### src/rtl/alu_cmd_issuer_pkg.sv
// Shared encodings for the ALU command issuer and the ALU control block:
// opcode values, legal-opcode limit, default opcode width and FSM states.
package alu_cmd_issuer_pkg;

    localparam int unsigned OP_W_DEFAULT = 5;
    localparam int unsigned DATA_W       = 4;
    localparam int unsigned CNT_W        = 4;
    localparam int unsigned ISSUED_W     = 8;

    localparam logic [OP_W_DEFAULT-1:0] OP_ADD   = 5'd0;
    localparam logic [OP_W_DEFAULT-1:0] OP_SUB   = 5'd1;
    localparam logic [OP_W_DEFAULT-1:0] OP_AND   = 5'd2;
    localparam logic [OP_W_DEFAULT-1:0] OP_OR    = 5'd3;
    localparam logic [OP_W_DEFAULT-1:0] OP_XOR   = 5'd4;
    localparam logic [OP_W_DEFAULT-1:0] OP_XNOR  = 5'd5;
    localparam logic [OP_W_DEFAULT-1:0] OP_NAND  = 5'd6;
    localparam logic [OP_W_DEFAULT-1:0] OP_NOR   = 5'd7;
    localparam logic [OP_W_DEFAULT-1:0] OP_NOT   = 5'd8;
    localparam logic [OP_W_DEFAULT-1:0] OP_SHIFT = 5'd9;
    localparam logic [OP_W_DEFAULT-1:0] OP_MULT  = 5'd10;

    localparam int unsigned OP_LAST = 10;

    typedef enum logic [1:0] {
        IDLE  = 2'd0,
        DRIVE = 2'd1,
        RESP  = 2'd2
    } state_t;

endpackage

### src/rtl/alu_cmd_issuer_if.sv
// Command, ALU-drive and response signals of the issuer; master is the
// environment (front end + ALU), slave is the issuer itself.
interface alu_cmd_if
    import alu_cmd_issuer_pkg::*;
#(
    parameter int unsigned OP_W = OP_W_DEFAULT
);
    logic              cmd_valid;
    logic              cmd_ready;
    logic [OP_W-1:0]   cmd_op;
    logic [DATA_W-1:0] cmd_x;
    logic [DATA_W-1:0] cmd_y;
    logic              cmd_cin;

    logic [OP_W-1:0]   alu_op;
    logic [DATA_W-1:0] alu_x;
    logic [DATA_W-1:0] alu_y;
    logic              alu_cin;
    logic [DATA_W-1:0] alu_result;
    logic              alu_cout;

    logic              rsp_valid;
    logic              rsp_ready;
    logic [DATA_W-1:0] rsp_result;
    logic              rsp_cout;
    logic [OP_W-1:0]   rsp_op;
    logic              rsp_err;

    modport master (
        output cmd_valid, cmd_op, cmd_x, cmd_y, cmd_cin,
        input  cmd_ready,
        input  alu_op, alu_x, alu_y, alu_cin,
        output alu_result, alu_cout,
        input  rsp_valid, rsp_result, rsp_cout, rsp_op, rsp_err,
        output rsp_ready
    );

    modport slave (
        input  cmd_valid, cmd_op, cmd_x, cmd_y, cmd_cin,
        output cmd_ready,
        output alu_op, alu_x, alu_y, alu_cin,
        input  alu_result, alu_cout,
        output rsp_valid, rsp_result, rsp_cout, rsp_op, rsp_err,
        input  rsp_ready
    );

endinterface

### src/rtl/alu_cmd_issuer_fifo.sv
// Synchronous command FIFO; the head is only visible once the entry is
// registered, so nothing passes through in the push cycle.
module alu_cmd_fifo
    import alu_cmd_issuer_pkg::*;
#(
    parameter int unsigned DEPTH = 4,
    parameter int unsigned WIDTH = OP_W_DEFAULT + 9
) (
    input  logic                       clk,
    input  logic                       rst,
    input  logic                       i_push,
    input  logic [WIDTH-1:0]           i_data,
    input  logic                       i_pop,
    output logic [WIDTH-1:0]           o_data,
    output logic                       o_full,
    output logic                       o_empty,
    output logic [$clog2(DEPTH):0]     o_count
);
    localparam int unsigned AW = $clog2(DEPTH);
    localparam int unsigned CW = AW + 1;

    logic [WIDTH-1:0] r_mem [DEPTH];
    logic [AW-1:0]    r_wr_ptr;
    logic [AW-1:0]    r_rd_ptr;
    logic [CW-1:0]    r_count;
    logic             w_do_push;
    logic             w_do_pop;

    assign o_full    = (r_count == CW'(DEPTH));
    assign o_empty   = (r_count == '0);
    assign o_count   = r_count;
    assign o_data    = r_mem[r_rd_ptr];
    assign w_do_push = i_push && !o_full;
    assign w_do_pop  = i_pop && !o_empty;

    always_ff @(posedge clk) begin
        if (w_do_push) begin
            r_mem[r_wr_ptr] <= i_data;
        end
    end

    always_ff @(posedge clk) begin
        if (rst) begin
            r_wr_ptr <= '0;
            r_rd_ptr <= '0;
            r_count  <= '0;
        end else begin
            if (w_do_push) r_wr_ptr <= r_wr_ptr + AW'(1);
            if (w_do_pop)  r_rd_ptr <= r_rd_ptr + AW'(1);
            case ({w_do_push, w_do_pop})
                2'b10:   r_count <= r_count + CW'(1);
                2'b01:   r_count <= r_count - CW'(1);
                default: r_count <= r_count;
            endcase
        end
    end

endmodule

### src/rtl/alu_cmd_issuer.sv
// Queues ALU commands, drives them onto the ALU for a settle time, and
// returns the captured result (or an illegal-opcode error) as a response.
module alu_cmd_issuer
    import alu_cmd_issuer_pkg::*;
#(
    parameter int unsigned DEPTH         = 4,
    parameter int unsigned SETTLE_CYCLES = 1,
    parameter int unsigned OP_W          = OP_W_DEFAULT
) (
    input  logic                clk,
    input  logic                rst,
    alu_cmd_if.slave            bus,
    output logic                busy,
    output logic [ISSUED_W-1:0] issued_count
);
    localparam int unsigned ENTRY_W = OP_W + 2 * DATA_W + 1;

    state_t              r_state;
    logic [CNT_W-1:0]    r_settle;
    logic [OP_W-1:0]     r_alu_op;
    logic [DATA_W-1:0]   r_alu_x;
    logic [DATA_W-1:0]   r_alu_y;
    logic                r_alu_cin;
    logic                r_rsp_valid;
    logic [DATA_W-1:0]   r_rsp_result;
    logic                r_rsp_cout;
    logic [OP_W-1:0]     r_rsp_op;
    logic                r_rsp_err;
    logic [ISSUED_W-1:0] r_issued;

    logic [ENTRY_W-1:0]  w_head;
    logic [OP_W-1:0]     w_head_op;
    logic [DATA_W-1:0]   w_head_x;
    logic [DATA_W-1:0]   w_head_y;
    logic                w_head_cin;
    logic                w_head_legal;
    logic                w_full;
    logic                w_empty;
    logic [$clog2(DEPTH):0] w_fifo_count;
    logic                w_pop;

    alu_cmd_fifo #(
        .DEPTH (DEPTH),
        .WIDTH (ENTRY_W)
    ) u_fifo (
        .clk     (clk),
        .rst     (rst),
        .i_push  (bus.cmd_valid),
        .i_data  ({bus.cmd_op, bus.cmd_x, bus.cmd_y, bus.cmd_cin}),
        .i_pop   (w_pop),
        .o_data  (w_head),
        .o_full  (w_full),
        .o_empty (w_empty),
        .o_count (w_fifo_count)
    );

    assign {w_head_op, w_head_x, w_head_y, w_head_cin} = w_head;
    assign w_head_legal = (32'(w_head_op) <= OP_LAST);

    // Pop from IDLE, or back-to-back as the current response is accepted.
    assign w_pop = !w_empty &&
                   ((r_state == IDLE) || ((r_state == RESP) && bus.rsp_ready));

    assign bus.cmd_ready  = !w_full;
    assign bus.alu_op     = r_alu_op;
    assign bus.alu_x      = r_alu_x;
    assign bus.alu_y      = r_alu_y;
    assign bus.alu_cin    = r_alu_cin;
    assign bus.rsp_valid  = r_rsp_valid;
    assign bus.rsp_result = r_rsp_result;
    assign bus.rsp_cout   = r_rsp_cout;
    assign bus.rsp_op     = r_rsp_op;
    assign bus.rsp_err    = r_rsp_err;
    assign issued_count   = r_issued;
    assign busy           = (r_state != IDLE) || (w_fifo_count != '0);

    always_ff @(posedge clk) begin
        if (rst) begin
            r_state      <= IDLE;
            r_settle     <= '0;
            r_alu_op     <= '0;
            r_alu_x      <= '0;
            r_alu_y      <= '0;
            r_alu_cin    <= 1'b0;
            r_rsp_valid  <= 1'b0;
            r_rsp_result <= '0;
            r_rsp_cout   <= 1'b0;
            r_rsp_op     <= '0;
            r_rsp_err    <= 1'b0;
            r_issued     <= '0;
        end else if (w_pop) begin
            if (w_head_legal) begin
                r_alu_op    <= w_head_op;
                r_alu_x     <= w_head_x;
                r_alu_y     <= w_head_y;
                r_alu_cin   <= w_head_cin;
                r_settle    <= CNT_W'(SETTLE_CYCLES - 1);
                r_rsp_valid <= 1'b0;
                r_state     <= DRIVE;
            end else begin
                // Illegal opcode never reaches the ALU; answer directly.
                r_rsp_valid  <= 1'b1;
                r_rsp_err    <= 1'b1;
                r_rsp_result <= '0;
                r_rsp_cout   <= 1'b0;
                r_rsp_op     <= w_head_op;
                r_state      <= RESP;
            end
        end else begin
            case (r_state)
                DRIVE: begin
                    if (r_settle != '0) begin
                        r_settle <= r_settle - CNT_W'(1);
                    end else begin
                        r_rsp_valid  <= 1'b1;
                        r_rsp_err    <= 1'b0;
                        r_rsp_result <= bus.alu_result;
                        r_rsp_cout   <= bus.alu_cout;
                        r_rsp_op     <= r_alu_op;
                        r_issued     <= r_issued + ISSUED_W'(1);
                        r_state      <= RESP;
                    end
                end
                RESP: begin
                    if (bus.rsp_ready) begin
                        r_rsp_valid <= 1'b0;
                        r_state     <= IDLE;
                    end
                end
                default: r_state <= r_state;
            endcase
        end
    end

endmodule

### src/flat_wrapper.sv
// flat-port wrapper written by rule: the top's interface ports become plain ports
module alu_cmd_issuer_flat import alu_cmd_issuer_pkg::*;
#(
    parameter int unsigned DEPTH         = 4,
    parameter int unsigned SETTLE_CYCLES = 1,
    parameter int unsigned OP_W          = OP_W_DEFAULT
)
  (clk, rst, busy, issued_count, bus_cmd_valid, bus_cmd_op, bus_cmd_x, bus_cmd_y, bus_cmd_cin, bus_cmd_ready, bus_alu_op, bus_alu_x, bus_alu_y, bus_alu_cin, bus_alu_result, bus_alu_cout, bus_rsp_valid, bus_rsp_result, bus_rsp_cout, bus_rsp_op, bus_rsp_err, bus_rsp_ready);
  alu_cmd_if #(.OP_W(OP_W)) bus_i ();
  input  logic clk;
  input  logic rst;
  output logic busy;
  output logic [ISSUED_W-1:0] issued_count;
  input wire logic [$bits(bus_i.cmd_valid)-1:0] bus_cmd_valid;
  input wire logic [$bits(bus_i.cmd_op)-1:0] bus_cmd_op;
  input wire logic [$bits(bus_i.cmd_x)-1:0] bus_cmd_x;
  input wire logic [$bits(bus_i.cmd_y)-1:0] bus_cmd_y;
  input wire logic [$bits(bus_i.cmd_cin)-1:0] bus_cmd_cin;
  output wire logic [$bits(bus_i.cmd_ready)-1:0] bus_cmd_ready;
  output wire logic [$bits(bus_i.alu_op)-1:0] bus_alu_op;
  output wire logic [$bits(bus_i.alu_x)-1:0] bus_alu_x;
  output wire logic [$bits(bus_i.alu_y)-1:0] bus_alu_y;
  output wire logic [$bits(bus_i.alu_cin)-1:0] bus_alu_cin;
  input wire logic [$bits(bus_i.alu_result)-1:0] bus_alu_result;
  input wire logic [$bits(bus_i.alu_cout)-1:0] bus_alu_cout;
  output wire logic [$bits(bus_i.rsp_valid)-1:0] bus_rsp_valid;
  output wire logic [$bits(bus_i.rsp_result)-1:0] bus_rsp_result;
  output wire logic [$bits(bus_i.rsp_cout)-1:0] bus_rsp_cout;
  output wire logic [$bits(bus_i.rsp_op)-1:0] bus_rsp_op;
  output wire logic [$bits(bus_i.rsp_err)-1:0] bus_rsp_err;
  input wire logic [$bits(bus_i.rsp_ready)-1:0] bus_rsp_ready;
  assign bus_i.cmd_valid = bus_cmd_valid;
  assign bus_i.cmd_op = bus_cmd_op;
  assign bus_i.cmd_x = bus_cmd_x;
  assign bus_i.cmd_y = bus_cmd_y;
  assign bus_i.cmd_cin = bus_cmd_cin;
  assign bus_cmd_ready = bus_i.cmd_ready;
  assign bus_alu_op = bus_i.alu_op;
  assign bus_alu_x = bus_i.alu_x;
  assign bus_alu_y = bus_i.alu_y;
  assign bus_alu_cin = bus_i.alu_cin;
  assign bus_i.alu_result = bus_alu_result;
  assign bus_i.alu_cout = bus_alu_cout;
  assign bus_rsp_valid = bus_i.rsp_valid;
  assign bus_rsp_result = bus_i.rsp_result;
  assign bus_rsp_cout = bus_i.rsp_cout;
  assign bus_rsp_op = bus_i.rsp_op;
  assign bus_rsp_err = bus_i.rsp_err;
  assign bus_i.rsp_ready = bus_rsp_ready;
  alu_cmd_issuer #(.DEPTH(DEPTH), .SETTLE_CYCLES(SETTLE_CYCLES), .OP_W(OP_W)) u_core (.clk(clk), .rst(rst), .bus(bus_i), .busy(busy), .issued_count(issued_count));
endmodule
### config.mk
export PLATFORM = sky130hd
export DESIGN_NAME = alu_cmd_issuer_flat
export DESIGN_NICKNAME = d
export VERILOG_FILES = /design/src/rtl/alu_cmd_issuer_pkg.sv /design/src/rtl/alu_cmd_issuer_if.sv /design/src/rtl/alu_cmd_issuer_fifo.sv /design/src/rtl/alu_cmd_issuer.sv /design/src/flat_wrapper.sv
export SDC_FILE = /design/constraint.sdc
export NUM_CORES = 1
export LEC_CHECK = 0
export CAP_MARGIN = 40
export CORE_MARGIN = 2
export CORE_UTILIZATION = 45
export CTS_CLUSTER_DIAMETER = 60
export DETAILED_ROUTE_END_ITERATION = 10
export PLACE_DENSITY = 0.67
export RECOVER_POWER = 25
export SYNTH_ARGS = -nofsm -noshare
export SYNTH_HDL_FRONTEND = slang
export SYNTH_SLANG_ARGS = --single-unit
### constraint.sdc
create_clock -name clk -period 2.5 [get_ports clk]
set_input_delay 0.625 -clock clk [delete_from_list [all_inputs] [get_ports clk]]
set_output_delay 0.625 -clock clk [all_outputs]
set_load 0.05 [all_outputs]
==> flow_metrics.env <==
export IMPL_worst_ir_drop_vdd_mv=0.490
export IMPL_fin_ws_ns=0.121
export IMPL_synth_seq_cells=104
export IMPL_ys_types=53
export IMPL_antennaDiodeCount=0
export IMPL_worstPathMaxFanout=5
export IMPL_drt_iter0_markers=103
export IMPL_clock_path_buffers=2
export IMPL_async_flop_share_pct=0
export IMPL_post_dp_cell_area_mm2=0.00522
export IMPL_ioPinCount=59
export IMPL_die_h_um=103
export IMPL_status="finished, final reports clean"
export IMPL_required_ns=1.88
export IMPL_drtAntennaViolNets=0
export IMPL_initial_utilization_pct=45.6
export IMPL_syn_area_mm2=0.00439
export IMPL_startpoint_type="flip-flop"
export IMPL_clk_pin_slew_ns=0.11
export IMPL_die_w_um=103
export IMPL_tightest_slew_ns=0.539
export IMPL_design_area_mm2=0.00543
export IMPL_end_kind="primary output"
export IMPL_cap_violations=0
export IMPL_cts_max_level=3
export IMPL_finalPower_mw=5.79
export IMPL_root_buffer="clkbuf_8"
export IMPL_mostFrequentLayoutCell="edfxtp_1"
export IMPL_synthCells=346
export IMPL_post_cts_buffers=0
export IMPL_leakagePower_nw=1.94
export IMPL_synth_edff_count=56
export IMPL_grt_overflow_total=0
export IMPL_synth_ff_type="edfxtp_1"
export IMPL_grt_max_degree=35
export IMPL_slew_violations=0
export IMPL_power_frac_seq_pct=39.0
export IMPL_fmax_ghz=0.420
export IMPL_min_period_ns=2.38
export IMPL_relSlewSlack_pct=64.0
export IMPL_dieArea_mm2=0.0106
export IMPL_via_count=2921
export IMPL_finalHoldViolations=0
export IMPL_setup_violations=0
export IMPL_grt_pass1_wl_mm=14.1
export IMPL_clkSinkCount=104
export IMPL_firstDrtPassIters=4
export IMPL_pwr_share_clk_pct=19.6
export IMPL_drc=0
export IMPL_cts_buffers=9
export IMPL_yosysTopAreaCell="edfxtp_1"
export IMPL_syn2layout_area_growth_pct=23.7
export IMPL_arrival_ns=1.75
export IMPL_rsz0062_at_grt="no"
export IMPL_avgSynthCellArea_um2=12.7
export IMPL_syn_nets=377
export IMPL_p_per_area_mw_per_mm2=1070
export IMPL_holdCritPathClass="reg -> reg"
export IMPL_clkLatencyLatePin_ns=0.37
export IMPL_combPwrFrac_pct=41.4
export IMPL_synth_top_area_share_pct=38.3
export IMPL_track_usage_pct=17.5
export IMPL_io_buffers=58
export IMPL_p_int_mw=3.56
export IMPL_layout_common_cells="edfxtp_1, dfxtp_1, clkdlybuf4s50_1"
export IMPL_p_switching_mw=2.23
export IMPL_cts_tree="built"
export IMPL_hpwl_mm=6.04
export IMPL_drive_above_1_share_pct=16.1
export IMPL_switching_share_pct=38.5
export IMPL_post_place_ws_ns=-0.241
export IMPL_yosys_warnings=0
export IMPL_period_share_pct=95.2
export IMPL_finClkSkew_ns=0.0130
export IMPL_synth_seq_area_share_pct=60.2
export IMPL_core_rowCount=36
export IMPL_core_area_mm2=0.00964
export IMPL_synth_area_leaders="edfxtp_1, dfxtp_1, mux4_2"
export IMPL_routedWlPerCell_um=16.0
export IMPL_antenna_found_initial=0
export IMPL_criticalPathCategory="reg -> out"
export IMPL_final_net_count=448
export IMPL_cts_hold_buf=0
export IMPL_vias_per_cell=5.26
export IMPL_gp_congestion=0.822
export IMPL_grt_pass1_vias=2825
export IMPL_wirelength_mm=8.87
==> stage by stage <==
stage	cells	hold WS [ns]	TNS, ns	utilization [%]
2_1_floorplan	346	0.460	0	-
3_3_place_gp	539	0.449	-0.140	54.1
3_5_place_dp	539	0.458	-0.241	54.1
4_1_cts	555	0.476	0	56.4
5_1_grt	555	0.489	0	56.4
6_report	555	0.469	0	56.4
==> power groups by stage <==
stage	sequential, mW	combinational (mW)	clock, mW
after floorplan	2.60	1.39	0
after global placement	2.29	2.38	0
after detailed placement	2.30	2.41	0
after CTS	2.26	2.41	1.16
after global routing	2.30	2.59	1.23
final	2.26	2.39	1.14
==> worst max-delay path, stage by stage, from the launching register on <==
cell	delay, ns
dfxtp_1	0.35
or3_1	0.48
or3_1	0.35
buf_4	0.20
==> sequential cells by signal, indices dropped and copies added, names as in the netlist, 4 cells and up, named ones only <==
name                   cells
u_core.bus.alu_y           4
u_core.bus.alu_op          5
u_core.issued_count        8
u_core.bus.rsp_op          5
u_core.u_fifo.r_mem       56
u_core.r_settle            4
u_core.bus.rsp_result      4
u_core.bus.alu_x           4
==> layer usage <==
layer,up-vias,global-route usage (%),share of wire (%)
met5,-,0,0
met4,0,6.17,1.6
met3,13,4.07,4.1
met2,61,27.6,46
met1,1413,24.1,48
li1,1434,-,-
==> final timing paths <==
path              slack, ns                  endpoint  depth (start not counted)                     start
setup reg to reg       0.14  u_core.u_fifo.o_count[2]                          9  u_core.u_fifo.o_count[2]
hold reg to reg        0.47       u_core.bus.alu_y[3]                          2       u_core.bus.alu_y[3]
hold / removal         0.47       u_core.bus.alu_y[3]                          2       u_core.bus.alu_y[3]
setup / recovery       0.12                      busy                          3  u_core.u_fifo.o_count[2]
==> layout make-up <==
type                    count  area (um2)
clock buffers               9         124
clock inverters             7        95.1
fillers                   832        4210
inverters                  17        63.8
multi-input cells         204        1590
flip-flops and latches    104        2640
well taps                 133         166
repair buffers             81         749
==> cells by family (layout without fill, tap and decap cells) <==
kind of cell	after synthesis	count (layout)	synth area share [%]
flops	104	104	60.2
xor+xnor	10	10	1.99
buf+inv	38	114	3.85
fa+ha+maj	8	8	2.45
compound gates	61	61	9.54
mux	30	30	11.0
simple gates	95	95	11.0
==> what timing repair did <==
item	4_1_cts	5_1_grt
endpoints found under the setup margin	1	0
gates resized for setup	1	0
endpoints found under the hold margin	0	0
==> Yosys cell counts, types with 5 or more instances <==
cell       n
a21oi_1   18
a311oi_1   7
mux4_2    14
mux2i_1   14
ha_1       7
a31oi_1    6
dfxtp_1   48
nor2_1    14
edfxtp_1  56
or3b_2     5
or3_1      5
nand2_1   33
xor2_1     5
xnor2_1    5
nand3_1   11
and3_1     5
clkbuf_1  13
inv_1     16
(Power assumes the default switching activity.)
